## config.mk

```make
export PLATFORM = sky130hd
export DESIGN_NAME = lfsr_gen_flat
export DESIGN_NICKNAME = d
export VERILOG_FILES = /design/src/rtl/lfsr_pkg.sv /design/src/rtl/lfsr_gen_if.sv /design/src/rtl/lfsr_step.sv /design/src/rtl/lfsr_gen.sv /design/src/flat_wrapper.sv
export SDC_FILE = /design/constraint.sdc
export NUM_CORES = 1
export LEC_CHECK = 0
export ABC_AREA = 1
export CAP_MARGIN = 10
export CORE_MARGIN = 1.5
export CORE_UTILIZATION = 43
export DETAILED_ROUTE_END_ITERATION = 7
export PLACE_DENSITY = 0.77
export REMOVE_ABC_BUFFERS = 1
export SYNTH_ARGS = -nofsm -noshare
export SYNTH_HDL_FRONTEND = slang
export SYNTH_HIERARCHICAL = 1
export SYNTH_SLANG_ARGS = --single-unit
```

## constraint.sdc

```tcl
create_clock -name clk -period 1.1 [get_ports clk]
set_input_delay 0.22 -clock clk [delete_from_list [all_inputs] [get_ports clk]]
set_output_delay 0.22 -clock clk [all_outputs]
set_load 0.02 [all_outputs]
```

## src/rtl/lfsr_pkg.sv

```systemverilog
// Shared LFSR constants: default primitive tap masks per width and the default seed.
package lfsr_pkg;

    localparam int MIN_WIDTH = 2;
    localparam int MAX_WIDTH = 64;

    // Galois tap masks (bit k = feedback into bit k, bit 0 implied) for primitive polynomials.
    function automatic logic [31:0] default_taps(input int w);
        logic [31:0] taps;
        case (w)
            3:       taps = 32'h0000_0002;
            4:       taps = 32'h0000_0002;
            5:       taps = 32'h0000_0004;
            6:       taps = 32'h0000_0002;
            7:       taps = 32'h0000_0002;
            8:       taps = 32'h0000_001C;
            9:       taps = 32'h0000_0010;
            10:      taps = 32'h0000_0008;
            11:      taps = 32'h0000_0004;
            12:      taps = 32'h0000_0052;
            13:      taps = 32'h0000_001A;
            14:      taps = 32'h0000_0442;
            15:      taps = 32'h0000_0002;
            16:      taps = 32'h0000_100A;
            default: taps = 32'h0000_0002;
        endcase
        return taps;
    endfunction

    function automatic logic [63:0] default_seed(input int w);
        return {64{1'b1}} >> (64 - w);
    endfunction

endpackage

```

## src/rtl/lfsr_gen_if.sv

```systemverilog
// Control/status bundle between an LFSR generator and its user.
interface lfsr_gen_if #(
    parameter int WIDTH = 5
);
    logic             en;
    logic             load;
    logic [WIDTH-1:0] load_val;
    logic [WIDTH-1:0] q;
    logic [WIDTH-1:0] step_cnt;
    logic             period_done;
    logic             lockup;

    modport master (
        output en, load, load_val,
        input  q, step_cnt, period_done, lockup
    );

    modport slave (
        input  en, load, load_val,
        output q, step_cnt, period_done, lockup
    );
endinterface

```

## src/rtl/lfsr_step.sv

```systemverilog
// One Galois LFSR step, purely combinational.
module lfsr_step
    import lfsr_pkg::*;
#(
    parameter int               WIDTH = 5,
    parameter logic [WIDTH-1:0] TAPS  = WIDTH'(default_taps(WIDTH))
) (
    input  logic [WIDTH-1:0] i_q,
    output logic [WIDTH-1:0] o_next
);

    logic w_fb;

    // Shift towards the MSB; the MSB wraps to bit 0 and is XORed into tapped bits.
    always_comb begin
        w_fb      = i_q[WIDTH-1];
        o_next    = '0;
        o_next[0] = w_fb;
        for (int k = 1; k < WIDTH; k++) begin
            o_next[k] = i_q[k-1] ^ (TAPS[k] & w_fb);
        end
    end

endmodule

```

## src/rtl/lfsr_gen.sv

```systemverilog
// Parametrised Galois LFSR with step enable, seed load, zero-load lockup recovery and period tracking.
module lfsr_gen
    import lfsr_pkg::*;
#(
    parameter int               WIDTH = 5,
    parameter logic [WIDTH-1:0] TAPS  = WIDTH'(default_taps(WIDTH)),
    parameter logic [WIDTH-1:0] SEED  = WIDTH'(default_seed(WIDTH))
) (
    input  logic       clk,
    input  logic       rst,
    lfsr_gen_if.slave  bus
);

    localparam logic [WIDTH-1:0] ONE = {{(WIDTH-1){1'b0}}, 1'b1};

    logic [WIDTH-1:0] r_q;
    logic [WIDTH-1:0] r_start;
    logic [WIDTH-1:0] r_cnt;
    logic             r_pd;
    logic             r_lk;

    logic [WIDTH-1:0] w_step;
    logic [WIDTH-1:0] w_q_nxt;
    logic [WIDTH-1:0] w_start_nxt;
    logic [WIDTH-1:0] w_cnt_nxt;
    logic             w_pd_nxt;
    logic             w_lk_nxt;

    lfsr_step #(
        .WIDTH (WIDTH),
        .TAPS  (TAPS)
    ) u_step (
        .i_q    (r_q),
        .o_next (w_step)
    );

    // Priority mux: load beats en beats hold; a zero load is replaced by SEED so q never reaches 0.
    always_comb begin
        w_q_nxt     = r_q;
        w_start_nxt = r_start;
        w_cnt_nxt   = r_cnt;
        w_pd_nxt    = 1'b0;
        w_lk_nxt    = 1'b0;
        if (bus.load) begin
            w_cnt_nxt = '0;
            if (bus.load_val != '0) begin
                w_q_nxt     = bus.load_val;
                w_start_nxt = bus.load_val;
            end else begin
                w_q_nxt     = SEED;
                w_start_nxt = SEED;
                w_lk_nxt    = 1'b1;
            end
        end else if (bus.en) begin
            w_q_nxt = w_step;
            if (w_step == r_start) begin
                w_cnt_nxt = '0;
                w_pd_nxt  = 1'b1;
            end else begin
                w_cnt_nxt = r_cnt + ONE;
            end
        end else begin
            w_q_nxt = r_q;
        end
    end

    // State registers with synchronous reset to SEED.
    always_ff @(posedge clk) begin
        if (rst) begin
            r_q     <= SEED;
            r_start <= SEED;
            r_cnt   <= '0;
            r_pd    <= 1'b0;
            r_lk    <= 1'b0;
        end else begin
            r_q     <= w_q_nxt;
            r_start <= w_start_nxt;
            r_cnt   <= w_cnt_nxt;
            r_pd    <= w_pd_nxt;
            r_lk    <= w_lk_nxt;
        end
    end

    assign bus.q           = r_q;
    assign bus.step_cnt    = r_cnt;
    assign bus.period_done = r_pd;
    assign bus.lockup      = r_lk;

endmodule

```

## src/flat_wrapper.sv

```systemverilog
// flat-port wrapper written by rule: the top's interface ports become plain ports
module lfsr_gen_flat import lfsr_pkg::*;
#(
    parameter int               WIDTH = 5,
    parameter logic [WIDTH-1:0] TAPS  = WIDTH'(default_taps(WIDTH)),
    parameter logic [WIDTH-1:0] SEED  = WIDTH'(default_seed(WIDTH))
)
  (clk, rst, bus_en, bus_load, bus_load_val, bus_q, bus_step_cnt, bus_period_done, bus_lockup);
  lfsr_gen_if #(.WIDTH(WIDTH)) bus_i ();
  input  logic clk;
  input  logic rst;
  input wire logic [$bits(bus_i.en)-1:0] bus_en;
  input wire logic [$bits(bus_i.load)-1:0] bus_load;
  input wire logic [$bits(bus_i.load_val)-1:0] bus_load_val;
  output wire logic [$bits(bus_i.q)-1:0] bus_q;
  output wire logic [$bits(bus_i.step_cnt)-1:0] bus_step_cnt;
  output wire logic [$bits(bus_i.period_done)-1:0] bus_period_done;
  output wire logic [$bits(bus_i.lockup)-1:0] bus_lockup;
  assign bus_i.en = bus_en;
  assign bus_i.load = bus_load;
  assign bus_i.load_val = bus_load_val;
  assign bus_q = bus_i.q;
  assign bus_step_cnt = bus_i.step_cnt;
  assign bus_period_done = bus_i.period_done;
  assign bus_lockup = bus_i.lockup;
  lfsr_gen #(.WIDTH(WIDTH), .TAPS(TAPS), .SEED(SEED)) u_core (.clk(clk), .rst(rst), .bus(bus_i));
endmodule
```

## Word-level counts from Yosys, hierarchy flattened

Index checks and enable logic that the tools add are counted.

| word-level totals | value |
|---|---|
| bits in registers | 17 |
| input port bits | 9 |
| output and inout bits | 12 |

| operators by class | value |
|---|---|
| add/subtract/negate cells | 1 |
| eq/ne operators | 1 |
| multiplexer cells | 6 |
| bitwise gates (word level) | 3 |
| reductions and logical operators | 5 |

Operator list:

| cell | count |
|---|---|
| two-way mux 5 bit | 4 |
| adder 5 x 1 -> 5 bit, second input constant | 1 |
| == test 5 bit | 1 |
| nonzero test 5 bit | 1 |
| OR reduction 2 bit | 2 |
| OR reduction 3 bit | 1 |
| two-way mux 1 bit | 2 |
| inverter 1 bit | 2 |
| nonzero test 2 bit | 1 |
| XOR 1 bit | 1 |

## Depth between registers and ports, before layout

| depth | value |
|---|---|
| depth in word-level cells | 3 |
| mapped depth | 10 |
| mapped depth without buffers | 10 |

## Cells and area by module

Netlist, hierarchy kept.

Modules (own cells, without submodules):

| module | instances | cells an instance | area each (µm²) | sequential area each (µm²) |
|---|---|---|---|---|
| lfsr_gen | 1 | 121 | 828.3 | 340.3 |
| lfsr_step | 1 | 9 | 48.8 | 0.0 |

## Worst setup path after synthesis

OpenSTA, ideal clock, no wires.

| path | value |
|---|---|
| path type | register -> register |
| from | reg u_core.r_q[4] (netlist: u_core/bus.q[4]) |
| to | reg u_core.r_cnt[0] (netlist: u_core/bus.step_cnt[0]) |
| library setup time | 0.116 ns |
| data arrival time | 1.122 ns |
| data required time | 0.984 ns |
| setup slack | -0.138 ns |
| cell stages (with the launch flop) | 10 |
| path buffers | 0 |
| path through | dfxtp_1 > nand2_1 > nand2_1 > inv_1 > nand2_1 > nand2_1 > nor2_1 > nand3_1 > nand2_1 > nor2_1 |

| between the ends | value |
|---|---|
| word-level cells in the longest chain between the ends | 3 |

Ends and longest elaborated chain:

| item | RTL line | source |
|---|---|---|
| from (decl) | lfsr_gen.sv:16 | `logic [WIDTH-1:0] r_q;` |
| from (signal assigned) | lfsr_gen.sv:76 | `r_q <= w_q_nxt;` |
| XOR 1 bit | lfsr_step.sv:20 | `o_next[k] = i_q[k-1] ^ (TAPS[k] & w_fb);` |
| named net u_core.w_step[2] | lfsr_gen.sv:22 | `logic [WIDTH-1:0] w_step;` |
| == test 5 bit | lfsr_gen.sv:56 | `if (w_step == r_start) begin` |
| two-way mux 5 bit | lfsr_gen.sv:56 |  |
| to (signal assigned) | lfsr_gen.sv:78 | `r_cnt <= w_cnt_nxt;` |
| to (decl) | lfsr_gen.sv:18 | `logic [WIDTH-1:0] r_cnt;` |

The timed path passes the listed nets, and every way through them passes these cells.
A chain may end at the register's enable or synchronous reset.

## Worst setup path in the final report

| path | value |
|---|---|
| from | reg u_core.r_q[1] (netlist: u_core/bus.q[1]) |
| to | reg u_core.r_cnt[0] (netlist: u_core/bus.step_cnt[0]) |

Same word-level chain as after synthesis.

==> results.yml <==
placed_design:
  place_inst: 186
  detailed_place.area_um2: 1175
  hpwl_um: 1596
  gp_routability_congestion: 0.9083
  portBuffers: 20
setup_path:
  required_ps: 1290
  r2r_start: "u_core/bus.q[1]"
  reg2reg_slack_ps: -40
  critPathCapture: "u_core/bus.step_cnt[0]"
  critical_path_arrival_ps: 1330
  timing.critical_path.cells: "inv_2 -> nand2_2 -> nand2_2 -> inv_2 -> nand2_1 -> nand2_1 -> nor2_2 -> nand3_2 -> nand2_2 -> nor2_1"
  worstSetupStartpoint: "u_core/bus.q[1]"
  critical_path.max_fanout: 5
  endpoint_kind: "flip-flop"
  cp_slowest_cell: "sky130_fd_sc_hd__dfxtp_4"
  critPathLaunchType: "flip-flop"
  cpPeakStageDelay_ps: 370
  worstSetupPathDepth: 10
  cp_top_family: "simple AND/OR/NAND/NOR gates"
  timing_worst_setup_path_type: "reg2reg"
  rr_worst_depth: 10
  r2r-end: "u_core/bus.step_cnt[0]"
  critical_path.most_common_cell: "sky130_fd_sc_hd__nand2_2"
  worstPathBufferInverterCount: 2
clock_tree:
  clock-root-buffer: "sky130_fd_sc_hd__clkbuf_4"
  htree_levels: 1
  post_cts_buffers: 0
  cts_hold_buffers: 0
  cts_inserted_buffers: 3
  clk_lat_worst_skew_ps: 290
  cts_tree: "built"
  clock_path_buffers: 2
  worst_setup_hold_path_clk_slew_ps: 100
  cts.sink_count: 17
hold_path:
  holdCritPathClass: "reg2reg"
  holdCritStartpoint: "u_core/r_start[4]"
floorplanning:
  top_level_ports: 21
  die_height_um: 48.17
  core_region_area_um2: 1942
  design.die.area_um2: 2320
  rows: 16
  initial_core_utilization: 0.4517
  chipWidth_um: 48.17
pwr:
  design_power_total_w: 0.001334
  peakVddDrop_mv: 0.5814
  p_leak_nw: 0.6437
  p_per_area_nw_per_um2: 1120
finish:
  drive_gt1_frac: 0.2945
  multi_input_comb_area_um2: 449.2
  filler_cell_count: 193
  instances_no_fill: 190
  sequential_cell_area_um2: 346.6
  finish.net_count: 174
  antenna_cells: 0
  final_design_area_no_fill_um2: 1191
  areaGrowthSynthToFinish_pct: 35.81
timing:
  hold_viol: 0
  skew_ps: 0.4831
  worstMarginPinSlew_ps: 201.6
  setup_viol: 8
  fin_crit_ps: 1136
  finalHoldWorstSlack_ps: 514.5
  max_slew_headroom: 0.8652
  setup_tns_ps: -168.7
  postLayoutSetupSlackWorst_ps: -35.89
  post-route-period-util: 1.033
  slew_viol_final: 0
  setup_repair_after_global_routing_missed_its_margin: "true"
  max_freq_mhz: 880.4
run_status:
  failed_checks: "setup timing"
  result_of_the_run: "finished with violations"
detailed_routing:
  first_iter_violations: 43
  antenna_violating_nets_post_route: 0
  drt_first_pass_iters: 6
  avgRoutedWirePerCell_um: 11.14
  wirelength_um: 2117
  via_per_inst: 4.863
  met2_wirelength_um: 1094
  routedLengthMet1_um: 843
  met3WireLength_um: 118
  route.detailed.drc: 0
  num_vias: 924
  top_layer: "met4"
synth:
  synth.yosys.seq_area_share: 0.3880
  flop_and_latch_count_out_of_synthesis: 17
  post_synth_num_cell_types: 18
  syn_avg_cell_area_um2: 6.747
  synth_area_um2: 877.1
  synth.yosys.warnings: 6
  synthCells: 130
global_routing:
  global_route.usage.total: 0.2147
  grt.overflow.total: 0
  grt_first_pass_wirelength_um: 3360
  grt_max_degree: 11
  via_count_of_the_first_global_routing_pass: 886
  antenna_violations_before_repair: 0
job:
  maximum_capacitance_violations: 0
==> metrics by stage <==
| step | worst slack [ps] | util |
|---|---|---|
| 3_5_place_dp | -360.9 | 0.6050 |
| 4_1_cts | -35.21 | 0.6147 |
| 6_report | -35.89 | 0.6134 |
| 2_1_floorplan | -171.5 | - |
| 5_1_grt | -116.2 | 0.6134 |
| 3_3_place_gp | -319.4 | 0.6050 |
==> logic make-up after synthesis <==
family / synth area share
flops: 0.3880
compound gates: 0.09700
simple gates: 0.3210
fa+ha+maj: 0.01426
buf+inv: 0.1498
xor+xnor: 0.02996
==> layout by cell type (no fill, tap or decap) <==
cell type | synthesis | layout
sky130_fd_sc_hd__nand2_1 | 45 | 41
sky130_fd_sc_hd__inv_1 | 20 | 17
sky130_fd_sc_hd__buf_4 | 6 | 16
sky130_fd_sc_hd__dfxtp_1 | 17 | 14
sky130_fd_sc_hd__buf_2 | 0 | 12
sky130_fd_sc_hd__nor2_1 | 14 | 10
sky130_fd_sc_hd__clkdlybuf4s50_1 | 0 | 8
sky130_fd_sc_hd__nand3_1 | 7 | 6
sky130_fd_sc_hd__a21oi_1 | 6 | 6
sky130_fd_sc_hd__nand2_2 | 0 | 4
sky130_fd_sc_hd__o2111ai_1 | 4 | 4
sky130_fd_sc_hd__clkbuf_4 | 0 | 3
sky130_fd_sc_hd__nor2_2 | 1 | 3
sky130_fd_sc_hd__inv_2 | 0 | 3
sky130_fd_sc_hd__nor2_4 | 0 | 2
sky130_fd_sc_hd__xor2_1 | 2 | 2
sky130_fd_sc_hd__dfxtp_2 | 0 | 2
sky130_fd_sc_hd__clkbuf_1 | 0 | 1
sky130_fd_sc_hd__o211ai_1 | 1 | 1
sky130_fd_sc_hd__nand4_1 | 1 | 1
sky130_fd_sc_hd__nand3_2 | 0 | 1
sky130_fd_sc_hd__nand4_4 | 0 | 1
sky130_fd_sc_hd__o21bai_1 | 1 | 1
sky130_fd_sc_hd__o21ai_0 | 1 | 1
sky130_fd_sc_hd__xnor2_1 | 1 | 1
sky130_fd_sc_hd__ha_1 | 1 | 1
sky130_fd_sc_hd__dfxtp_4 | 0 | 1
==> final cells by class <==
type	count	area share
clock buffers	4	0.02206
repair buffers	36	0.2185
multi-input cells	86	0.3771
inverters	20	0.06303
well taps	27	0.02836
flip-flops and latches	17	0.2910
==> synth_stat cells <==
master / count / area share
sky130_fd_sc_hd__nor2_1: 14 / 0.060
sky130_fd_sc_hd__nand3_1: 7 / 0.040
sky130_fd_sc_hd__nand4_1: 1 / 0.0071
sky130_fd_sc_hd__xnor2_1: 1 / 0.010
sky130_fd_sc_hd__nand4_2: 1 / 0.014
sky130_fd_sc_hd__nor2_2: 1 / 0.0071
sky130_fd_sc_hd__o2111ai_1: 4 / 0.040
sky130_fd_sc_hd__buf_6: 1 / 0.013
sky130_fd_sc_hd__a21oi_1: 6 / 0.034
sky130_fd_sc_hd__xor2_1: 2 / 0.020
sky130_fd_sc_hd__inv_1: 20 / 0.086
sky130_fd_sc_hd__ha_1: 1 / 0.014
sky130_fd_sc_hd__o211ai_1: 1 / 0.0086
sky130_fd_sc_hd__o21ai_0: 1 / 0.0057
sky130_fd_sc_hd__nand2_1: 45 / 0.19
sky130_fd_sc_hd__buf_4: 6 / 0.051
sky130_fd_sc_hd__o21bai_1: 1 / 0.0086
sky130_fd_sc_hd__dfxtp_1: 17 / 0.39
==> flip-flops by register name (all words and copies together) (netlist names) <==
signal,cells
u_core/bus.q,5
u_core/bus.step_cnt,5
u_core/r_start,5
u_core/bus.lockup,1
u_core/bus.period_done,1
==> power by group <==
group	switching (W)	internal, W	leakage [nW]	total [W]
clock	0.000196	0.000141	0.0150	0.000337
sequential	0.0000206	0.000650	0.140	0.000671
combinational	0.000185	0.000141	0.489	0.000326
==> how the worst min path moves through the flow <==
stage	cells past startpoint	endpoint	slack, ps
CTS	2	u_core/r_start[4]	510
floorplan	1	u_core/bus.lockup	290
global route	2	u_core/bus.q[1]	540
detailed placement	2	u_core/r_start[4]	500
finish	2	u_core/r_start[4]	510
global placement	2	u_core/r_start[4]	490
==> metal layers <==
layer / vias up / track usage
met5: - / 0
met4: 0 / 0.1568
met3: 11 / 0.04815
met2: 36 / 0.4079
met1: 411 / 0.1941
li1: 466 / -
==> what timing repair did <==
item                                    4_1_cts  5_1_grt
hold endpoints to repair                      0        0
endpoints found under the setup margin       22       14
resized for setup                            62        5
pin swaps                                     6        2
==> tightest hold or removal path, cell delays in order (launching register included) <==
cell and delay [ps]:
sky130_fd_sc_hd__dfxtp_1 320, sky130_fd_sc_hd__inv_1 70, sky130_fd_sc_hd__o211ai_1 80
Power figures use the tool's default switching activity.
